File: src/rtl/an_encoder_seq30.sv
// AN-code encoder: computes W = A*N by serial shift-and-add over the bits of A,
// then optionally injects a single arithmetic error of weight +/-2^err_pos.
// Valid/ready handshake on both sides; one request in flight at a time.
module an_encoder_seq30 #(
  parameter int unsigned A  = 18613,
  parameter int unsigned NW = 30,
  parameter int unsigned AW = 15,
  parameter int unsigned WW = NW + AW
) (
  input  logic          clk,
  input  logic          rst,
  input  logic          in_valid,
  output logic          in_ready,
  input  logic [NW-1:0] N,
  input  logic          err_en,
  input  logic          err_sign,
  input  logic [5:0]    err_pos,
  output logic          out_valid,
  input  logic          out_ready,
  output logic [WW-1:0] W,
  output logic          err_dropped
);

  localparam int unsigned KW = (AW > 1) ? $clog2(AW) : 1;
  localparam logic [AW-1:0] ABits = AW'(A);
  localparam logic [KW-1:0] KLast = KW'(AW - 1);

  typedef enum logic [1:0] {StIdle, StMul, StErr, StDone} state_e;

  state_e        r_state;
  logic [NW-1:0] r_n;
  logic          r_err_en;
  logic          r_err_sign;
  logic [5:0]    r_err_pos;
  logic [WW-1:0] r_acc;
  logic [KW-1:0] r_k;
  logic [WW-1:0] r_w;
  logic          r_err_dropped;
  logic          r_out_valid;

  logic [WW-1:0] w_addend;
  logic [WW-1:0] w_err_mag;
  logic          w_pos_ok;
  logic [WW-1:0] w_w_err;

  // Partial product for the current multiplier bit and the error term
  always_comb begin
    w_addend  = WW'(r_n) << r_k;
    w_pos_ok  = (32'(r_err_pos) < WW);
    w_err_mag = WW'(1) << r_err_pos;
    // Modulo-2^WW wrap falls out of the fixed result width
    w_w_err   = r_err_sign ? (r_acc - w_err_mag) : (r_acc + w_err_mag);
  end

  // Control FSM with all outputs registered
  always_ff @(posedge clk or posedge rst) begin
    if (rst) begin
      r_state       <= StIdle;
      r_n           <= '0;
      r_err_en      <= 1'b0;
      r_err_sign    <= 1'b0;
      r_err_pos     <= '0;
      r_acc         <= '0;
      r_k           <= '0;
      r_w           <= '0;
      r_err_dropped <= 1'b0;
      r_out_valid   <= 1'b0;
    end else begin
      unique case (r_state)
        StIdle: begin
          if (in_valid) begin
            r_n        <= N;
            r_err_en   <= err_en;
            r_err_sign <= err_sign;
            r_err_pos  <= err_pos;
            r_acc      <= '0;
            r_k        <= '0;
            r_state    <= StMul;
          end
        end
        StMul: begin
          if (ABits[r_k]) begin
            r_acc <= r_acc + w_addend;
          end
          r_k <= r_k + 1'b1;
          if (r_k == KLast) begin
            r_state <= StErr;
          end
        end
        StErr: begin
          if (r_err_en && w_pos_ok) begin
            r_w <= w_w_err;
          end else begin
            r_w <= r_acc;
          end
          r_err_dropped <= r_err_en && !w_pos_ok;
          r_state       <= StDone;
        end
        StDone: begin
          // Codeword is registered first; out_valid follows one cycle later
          if (!r_out_valid) begin
            r_out_valid <= 1'b1;
          end else if (out_ready) begin
            r_out_valid <= 1'b0;
            r_state     <= StIdle;
          end
        end
        default: r_state <= StIdle;
      endcase
    end
  end

  assign in_ready    = (r_state == StIdle);
  assign out_valid   = r_out_valid;
  assign W           = r_w;
  assign err_dropped = r_err_dropped;

endmodule

File: config.mk
export PLATFORM = sky130hd
export DESIGN_NAME = an_encoder_seq30
export DESIGN_NICKNAME = d
export VERILOG_FILES = /design/src/rtl/an_encoder_seq30.sv
export SDC_FILE = /design/constraint.sdc
export NUM_CORES = 1
export LEC_CHECK = 0
export ABC_AREA = 1
export CAP_MARGIN = 0
export CORE_ASPECT_RATIO = 0.9
export CORE_UTILIZATION = 25
export CTS_CLUSTER_SIZE = 16
export DETAILED_ROUTE_END_ITERATION = 8
export PLACE_DENSITY = 0.53
export SYNTH_ARGS = -nofsm -noshare
export SYNTH_HDL_FRONTEND = slang
export SYNTH_SLANG_ARGS = --single-unit
File: constraint.sdc
create_clock -name clk -period 4.2 [get_ports clk]
set_clock_uncertainty 0.1 [all_clocks]
set_input_delay 0.84 -clock clk [delete_from_list [all_inputs] [get_ports clk]]
set_output_delay 0.84 -clock clk [all_outputs]
set_load 0.01 [all_outputs]
==> metrics.csv, run 1 <==
metric;value;unit
status;completed;
#FFs+latches synth;136;
final setup vio count;0;
largest cells by area after synthesis;dfrtp_1 24%, nand2_1 16%, o21ai_0 8.9%;
Yosys top cell by area;dfrtp_1;
Hold Startpoint;W[21]$_DFFE_PP0P_;
Port Buf Inserts;89;
Worst-path clk slew;0.06;ns
Most Crowded Layer GR;met2;
routability cong.;0.979;
Tightest Pin Transition;0.800;ns
fin crit share;0.984;
share of cells above drive strength 1;0.143;
CP endpoint kind;register;
met2 Usage GRT;0.314;
Worst setup SP type;register;
first-pass GRT wire length;84500;um
dpl cells;3117;
cts hold-fix bufs;0;
GR Util met1;0.268;
Die X;251;um
count leader, synth;nand2_1;
Reg-to-Reg Start;r_err_pos[0]$_DFFE_PP0P_;
worst endpoint required time;4.44;ns
Top FF cell, synth;dfrtp_1;
Area Growth Syn to Fin;29.6;%
drt pass-1 iters;7;
worst hold endpoint;W[21]$_DFFE_PP0P_;
Final Net Count;2586;
largest net degree at the start of global routing;106;
share of flip-flops with an asynchronous set or reset;1.00;
Min-Delay Path Class;reg2reg;
max-slew violations;0;
footprint of the multi-input gates;9880;um2
final hold slack;0.378;ns
H-Tree Depth;4;
crit path kind;reg2reg;
synth warn;0;
DR iter-0 viols;1156;
Routed WL per cell;17.4;um
max frequency;0.242;GHz
DRT antenna net count;0;
# fillers;6071;
clock root buffer;clkbuf_16;
RSZ-0062 raised after global routing;yes;
vias in the first global route;14900;
Critical path origin;r_err_pos[0]$_DFFE_PP0P_;
DIE HEIGHT;226;um
Fin. Hold Viols;0;
Vias;15600;
GRT Total Usage;0.194;
FF-to-FF setup slack;0.07;ns
Yosys top cell area share;0.244;
clk_lat worst skew;0.47;ns
Synth Cell Area;13900;um2
number of flops mapped to enable cells by yosys;0;
met3 Use GR;0.0267;
reg2reg end;W[28]$_DFFE_PP0P_;
Finished Cell Area;18100;um2
crit path DAT;4.38;ns
synth unique cells;46;
fin cells;3163;
number of diodes;0;
io pins;90;
syn_nets;2381;
global route overflow;0;
Row Count;81;
vias per std cell;4.93;
drt drc;0;
Synth Instances;2242;
placed standard-cell area;16600;um2
maxcap violations;0;
crit-path max FO;6;
CTS tree;yes;
Core ar.;54700;um2
slew margin rel.;0.467;
final wirelength;55100;um
Initial Util;0.255;
Mean Syn Cell Area;6.22;um2
CTS Buf Count;17;
sequential area share after synthesis;0.244;
commonest cells in the netlist;597 x nand2_1, 269 x inv_1, 249 x o21ai_0;
register area;3410;um2
Die Area;56700;um2
Worst R2R Path Depth;23;
cell depth of the worst min-delay path;2;
antenna violations before repair;0;
DP Wirelength;44400;um
clock sinks;136;
Clock Path Buffers;2;
min cycle time layout;4.13;ns
cells in the final DEF (no fill, tap or decap), drive strengths merged, types with 29 or more instances in the layout:
cell             n
clkdlybuf4s50   89
inv            276
xor2            29
dfrtp          136
nor2           253
nand3           81
ha              95
nand2          598
buf            166
a21oi          220
mux2i           32
o21ai          251
logic make-up after synthesis:
| group | share of synthesized area |
|---|---|
| compound gates | 0.225 |
| xor+xnor | 0.0295 |
| simple gates | 0.293 |
| mux | 0.0254 |
| fa+ha+maj | 0.0881 |
| buf+inv | 0.0944 |
| flops | 0.244 |
layer usage:
| layer | part of all wire | vias up | wire [um] |
|---|---|---|---|
| li1 | - | 7826 | - |
| met1 | 0.48 | 7254 | 26400 |
| met2 | 0.45 | 434 | 24900 |
| met3 | 0.047 | 80 | 2590 |
| met4 | 0.023 | 0 | 1290 |
| met5 | 0 | - | 0 |
worst max-delay path: stages (launching register included):
cell,delay [ns]
dfrtp_2,0.49
inv_2,0.13
nand2_4,0.07
nor2_2,0.28
nand3_2,0.19
inv_1,0.14
nor2_4,0.04
nand2_2,0.09
nor2_4,0.06
inv_2,0.08
nor2_1,0.07
a21oi_1,0.16
xnor2_1,0.14
inv_1,0.09
ha_1,0.33
nand2_1,0.12
o21ai_0,0.14
a21oi_1,0.22
a21boi_1,0.26
o21ai_0,0.12
buf_4,0.17
xor2_1,0.16
o21ai_1,0.27
nand2_1,0.08
area by class of cell:
type,instances,share of cell area
clock inverter,11,0.0108
tap,705,0.0488
inverter,277,0.0580
timing repair buffer,255,0.122
multi-input combinational,1760,0.547
clock buffer,19,0.0251
sequential,136,0.189
how the worst max path moves through the flow:
stage                   endpoint  slack (ns)  depth (start not counted)
6_report       W[28]$_DFFE_PP0P_        0.07                         23
5_1_grt        W[40]$_DFFE_PP0P_       -0.16                         24
4_1_cts        W[37]$_DFFE_PP0P_      -0.002                         24
3_5_place_dp   W[40]$_DFFE_PP0P_       -0.32                         25
3_3_place_gp   W[40]$_DFFE_PP0P_       -0.24                         22
2_1_floorplan  W[36]$_DFFE_PP0P_        0.58                         25
sequential cells by signal (all words and copies together), names as in the netlist:
signal and flops:
out_valid 1, r_err_sign 1, err_dropped 1, r_k 4
r_err_pos 6, r_n 30, r_state 2, r_acc 45
W 45, r_err_en 1
through the flow:
step	setup WS, ns	TNS (ns)	util
global placement	-0.245	-1.31	0.304
floorplan	0.583	0	-
finish	0.0658	0	0.330
detailed placement	-0.324	-2.05	0.304
global route	-0.159	-1.87	0.330
CTS	-0.00189	-0.00189	0.319
timing repair:
action | 4_1_cts | 5_1_grt
gates resized for setup | 32 | 154
pin swaps | 2 | 52
endpoints found under the setup margin | 12 | 29
buffers inserted | 6 | 10
Power of run 1 is left out: the tool's default activity adds up to more than one toggle a clock period on the data nets, which glitch-free logic cannot reach.
==> inputs of run 2 (changes only) <==
CORE_ASPECT_RATIO = 0.7   (was 0.9)
==> metrics.csv, run 2 (same netlist as run 1, synthesis figures left out) <==
metric;value;unit;change
Vias;16000;;was 15600
min cycle time layout;4.08;ns;was 4.13 ns
Die Area;56700;um2;about the same
DP Wirelength;46100;um;was 44400 um
commonest non-fill, non-tap cell in the layout;nand2_1;;unchanged
Tightest Pin Transition;0.785;ns;was 0.800 ns
# fillers;6052;;was 6071
GRT Total Usage;0.199;;was 0.194
status;completed;;unchanged
most frequent cells in the layout;572 x nand2_1, 251 x inv_1, 203 x nor2_1;;was 576 x nand2_1, 259 x inv_1, 221 x o21ai_0
vias in the first global route;14500;;was 14900
Min-Delay Path Class;reg2reg;;unchanged
clock sinks;136;;unchanged
final wirelength;57500;um;was 55100 um
Finished Cell Area;18400;um2;was 18100 um2
register area;3410;um2;about the same
CP max stage cell;dfrtp_2;;unchanged
maxcap violations;0;;unchanged
clk_lat worst skew;0.47;ns;about the same
worst endpoint required time;4.46;ns;was 4.44 ns
drt pass-1 iters;5;;was 7
final setup vio count;0;;unchanged
footprint of the multi-input gates;10100;um2;was 9880 um2
crit path kind;reg2reg;;unchanged
Fin. Hold Viols;0;;unchanged
family with the most delay on the worst path;simple AND/OR/NAND/NOR gates;;was compound AO/OA/AOI/OAI gates
Port Buf Inserts;89;;unchanged
Setup Slack @ Placement;-0.452;ns;was -0.324 ns
WP buf/inv;5;;unchanged
crit-path max FO;7;;was 6
global route overflow;0;;unchanged
slew margin rel.;0.476;;was 0.467
cts hold-fix bufs;0;;unchanged
Core Util, Final;0.333;;was 0.330
fin crit share;0.973;;was 0.984
Worst setup SP type;register;;unchanged
Clock Path Buffers;2;;unchanged
vias per std cell;5.00;;was 4.93
Area Growth Syn to Fin;31.8;%;was 29.6%
CP endpoint kind;register;;unchanged
Routed WL per cell;17.9;um;was 17.4 um
Row Count;72;;was 81
crit path DAT;4.34;ns;was 4.38 ns
RSZ-0062 raised after global routing;yes;;unchanged
Initial Util;0.253;;was 0.255
final hold slack;0.379;ns;was 0.378 ns
largest net degree at the start of global routing;74;;was 106
DRT antenna net count;0;;unchanged
H-Tree Depth;4;;unchanged
io pins;90;;unchanged
CTS Buf Count;17;;unchanged
Most Frequent Cell on Critical Path;nor2_4;;
Final Net Count;2596;;was 2586
Die X;284;um;was 251 um
max frequency;0.245;GHz;was 0.242 GHz
Worst-path clk slew;0.07;ns;was 0.06 ns
clock root buffer;clkbuf_16;;unchanged
first-pass GRT wire length;86100;um;was 84500 um
antenna violations before repair;1;;was 0
placed standard-cell area;16700;um2;was 16600 um2
share of cells above drive strength 1;0.164;;was 0.143
drt drc;0;;unchanged
DIE HEIGHT;200;um;was 226 um
DR iter-0 viols;1604;;was 1156
max-slew violations;0;;unchanged
max incr delay on CP;0.51;ns;was 0.49 ns
routability cong.;1.00;;was 0.979
final setup margin;0.115;ns;was 0.0658 ns
number of diodes;0;;unchanged
Core ar.;55100;um2;was 54700 um2
CTS tree;yes;;unchanged
-- run 2: changes by cell type in the layout (fill, tap and decap cells not counted), moves of 6 or more --
| cell | previous run | this run |
|---|---|---|
| nor2_2 | 21 | 32 |
| inv_1 | 259 | 251 |
| o21ai_1 | 26 | 45 |
| nor2_1 | 215 | 203 |
| a21oi_1 | 207 | 200 |
| nand3_1 | 72 | 64 |
| o21ai_0 | 221 | 196 |
| nand3_2 | 7 | 14 |
| a21oi_2 | 12 | 18 |
-- run 2: metrics by stage --
step                      cells  TNS (ns)
after global routing       3209     -1.45
after global placement     3156     -2.40
after CTS                  3187         0
final                      3209         0
after detailed placement   3156     -2.53
after floorplan            2242         0
-- run 2: cell type report --
cell class,instances,share of cell area
Timing Repair Buffer,265,0.125
Multi-Input combinational cell,1760,0.550
Sequential cell,136,0.185
Clock inverter,11,0.00749
Clock buffer,20,0.0243
Inverter,277,0.0575
Tap cell,740,0.0504
-- run 2: metal layers --
metal / up-vias / wire length [um] / track usage
met5: - / 0 / 0
met3: 60 / 4550 / 0.0433
li1: 7867 / - / -
met1: 7540 / 28500 / 0.298
met2: 566 / 23400 / 0.284
met4: 0 / 1090 / 0.0494
-- run 2: timing repair --
action,in CTS,in global routing
setup endpoints to repair,21,44
setup buffers,0,22
pin swaps,1,56
gates resized for setup,30,245
gates cloned,0,0
-- run 2: worst paths after layout --
path | startpoint | endpoint | slack, ns | cells past startpoint
min in group asynchronous | rst | r_acc[8]$_DFFE_PP0P_ | 0.72 | 2
worst min-delay path | W[30]$_DFFE_PP0P_ | W[30]$_DFFE_PP0P_ | 0.38 | 2
worst max-delay path | r_err_pos[1]$_DFFE_PP0P_ | W[39]$_DFFE_PP0P_ | 0.12 | 28
max in group asynchronous | rst | W[13]$_DFFE_PP0P_ | 2.51 | 3
worst min register to register | W[30]$_DFFE_PP0P_ | W[30]$_DFFE_PP0P_ | 0.38 | 2
worst max register to register | r_err_pos[1]$_DFFE_PP0P_ | W[39]$_DFFE_PP0P_ | 0.12 | 28
-- run 2: tightest hold or removal path, stage by stage (launching register included) --
cell and delay [ns]:
dfrtp_1 0.35, nand2_1 0.05, nand2_1 0.05
Power of run 2 is left out for the same reason.
==> inputs of run 3 (changes only) <==
SKIP_CTS_REPAIR_TIMING = 1   (was unset)
==> metrics.csv, run 3 (same netlist as run 1, synthesis figures left out) <==
metric;value;unit;change
clock root buffer;clkbuf_16;;unchanged
crit path kind;reg2reg;;unchanged
share of cells above drive strength 1;0.174;;was 0.164
# fillers;6062;;was 6052
Vias;16100;;was 16000
maxcap violations;0;;unchanged
CTS Buf Count;17;;unchanged
DRT antenna net count;0;;unchanged
Fin. Hold Viols;0;;unchanged
max frequency;0.240;GHz;was 0.245 GHz
Core Util, Final;0.336;;was 0.333
Most Frequent Cell on Critical Path;nand2_1;;was nor2_4
vias in the first global route;14500;;about the same
vias per std cell;5.01;;was 5.00
H-Tree Depth;4;;unchanged
CTS tree;yes;;unchanged
crit-path max FO;6;;was 7
drt drc;0;;unchanged
global route overflow;0;;unchanged
clk_lat worst skew;0.47;ns;about the same
setup_tns;0;ns;unchanged
CP max stage cell;dfrtp_2;;unchanged
Initial Util;0.253;;unchanged
CP endpoint kind;register;;unchanged
DR iter-0 viols;1495;;was 1604
Area Growth Syn to Fin;32.9;%;was 31.8%
final wirelength;57800;um;was 57500 um
crit path DAT;4.41;ns;was 4.34 ns
commonest non-fill, non-tap cell in the layout;nand2_1;;unchanged
Core ar.;55100;um2;unchanged
worst hold endpoint;W[35]$_DFFE_PP0P_;;was W[30]$_DFFE_PP0P_
io pins;90;;unchanged
reg2reg end;W[30]$_DFFE_PP0P_;;was W[39]$_DFFE_PP0P_
number of diodes;0;;unchanged
antenna violations before repair;1;;unchanged
DP Wirelength;46100;um;unchanged
max incr delay on CP;0.50;ns;was 0.51 ns
fin crit share;0.990;;was 0.973
most frequent cells in the layout;564 x nand2_1, 250 x inv_1, 200 x nor2_1;;was 572 x nand2_1, 251 x inv_1, 203 x nor2_1
Routed WL per cell;18.0;um;was 17.9 um
Tightest Pin Transition;0.798;ns;was 0.785 ns
clock sinks;136;;unchanged
RSZ-0062 raised after global routing;yes;;unchanged
register area;3410;um2;unchanged
Port Buf Inserts;89;;unchanged
Hold Startpoint;W[35]$_DFFE_PP0P_;;was W[30]$_DFFE_PP0P_
Row Count;72;;unchanged
max-slew violations;0;;unchanged
CP cell instances;nor2_4 -> nand4_1 -> buf_4 -> ha_4 -> nor2_1 -> xnor2_1 -> inv_1 -> ha_1 -> nand3b_1 -> nand2_1 -> a21oi_1 -> o21ai_1 -> nand3_1 -> nand2_1 -> nand2_1 -> nand3_1 -> a21oi_1 -> o21ai_0 -> nand3_1 -> nand2_1;;
Min-Delay Path Class;reg2reg;;unchanged
Worst R2R Path Depth;20;;was 28
Reg-to-Reg Start;r_err_pos[0]$_DFFE_PP0P_;;was r_err_pos[1]$_DFFE_PP0P_
routability cong.;1.00;;unchanged
worst endpoint required time;4.45;ns;was 4.46 ns
cell depth of the worst min-delay path;2;;unchanged
final setup vio count;0;;unchanged
FF-to-FF setup slack;0.04;ns;was 0.12 ns
Final Net Count;2601;;was 2596
Die Area;56700;um2;unchanged
slew margin rel.;0.463;;was 0.476
drt pass-1 iters;6;;was 5
Worst setup SP type;register;;unchanged
min cycle time layout;4.16;ns;was 4.08 ns
first-pass GRT wire length;85900;um;was 86100 um
DIE HEIGHT;200;um;unchanged
largest net degree at the start of global routing;74;;unchanged
Worst-path clk slew;0.07;ns;about the same
Die X;284;um;unchanged
footprint of the multi-input gates;10200;um2;was 10100 um2
Clock Path Buffers;2;;unchanged
status;completed;;unchanged
GRT Total Usage;0.199;;about the same
run 3: cell types whose count changed in the layout (fill, tap and decap cells not counted), sizes merged:
cell,previous run,this run
buf,176,181
run 3: worst max-delay path by stage:
| stage | endpoint | slack [ns] | cells after the start | startpoint |
|---|---|---|---|---|
| finish | W[30]$_DFFE_PP0P_ | 0.04 | 20 | r_err_pos[0]$_DFFE_PP0P_ |
| global route | W[44]$_DFFE_PP0P_ | -0.21 | 26 | r_err_pos[1]$_DFFE_PP0P_ |
| CTS | W[36]$_DFFE_PP0P_ | -0.49 | 22 | r_err_pos[1]$_DFFE_PP0P_ |
| detailed placement | W[36]$_DFFE_PP0P_ | -0.45 | 22 | r_err_pos[1]$_DFFE_PP0P_ |
| global placement | W[36]$_DFFE_PP0P_ | -0.42 | 22 | r_err_pos[1]$_DFFE_PP0P_ |
| floorplan | W[36]$_DFFE_PP0P_ | 0.58 | 25 | r_err_pos[4]$_DFFE_PP0P_ |
run 3: area by class of cell:
cell class,count,area share
clock inverter,11,0.00743
timing repair buffer,270,0.126
tap,740,0.0500
inverter,277,0.0569
sequential,136,0.184
clock buffer,20,0.0241
multi-input combinational,1760,0.552
run 3: worst max-delay path, delay by kind of cell, from the launching register on:
family / cells / cell delay (ns)
buffers and inverters: 2 / 0.28
xor gates and xnor gates: 1 / 0.30
adders and majority gates: 2 / 0.52
AOI/OAI and AO/OA: 4 / 0.98
DFF: 1 / 0.50
and+or+nand+nor: 11 / 1.36
run 3: layer usage:
metal / share of wire / global-route usage
met5: 0 / 0
met4: 0.022 / 0.0508
met3: 0.070 / 0.0433
met2: 0.41 / 0.283
met1: 0.50 / 0.298
run 3: stage by stage:
stage / worst slack, ns / instances / instance area, um2 / hold WS, ns
after global placement: -0.417 / 3156 / 16700 / 0.362
final: 0.0407 / 3214 / 18500 / 0.376
after floorplan: 0.583 / 2242 / 13900 / 0.371
after CTS: -0.494 / 3187 / 17300 / 0.385
after global routing: -0.206 / 3214 / 18500 / 0.401
after detailed placement: -0.452 / 3156 / 16700 / 0.367
Power of run 3 is left out for the same reason.
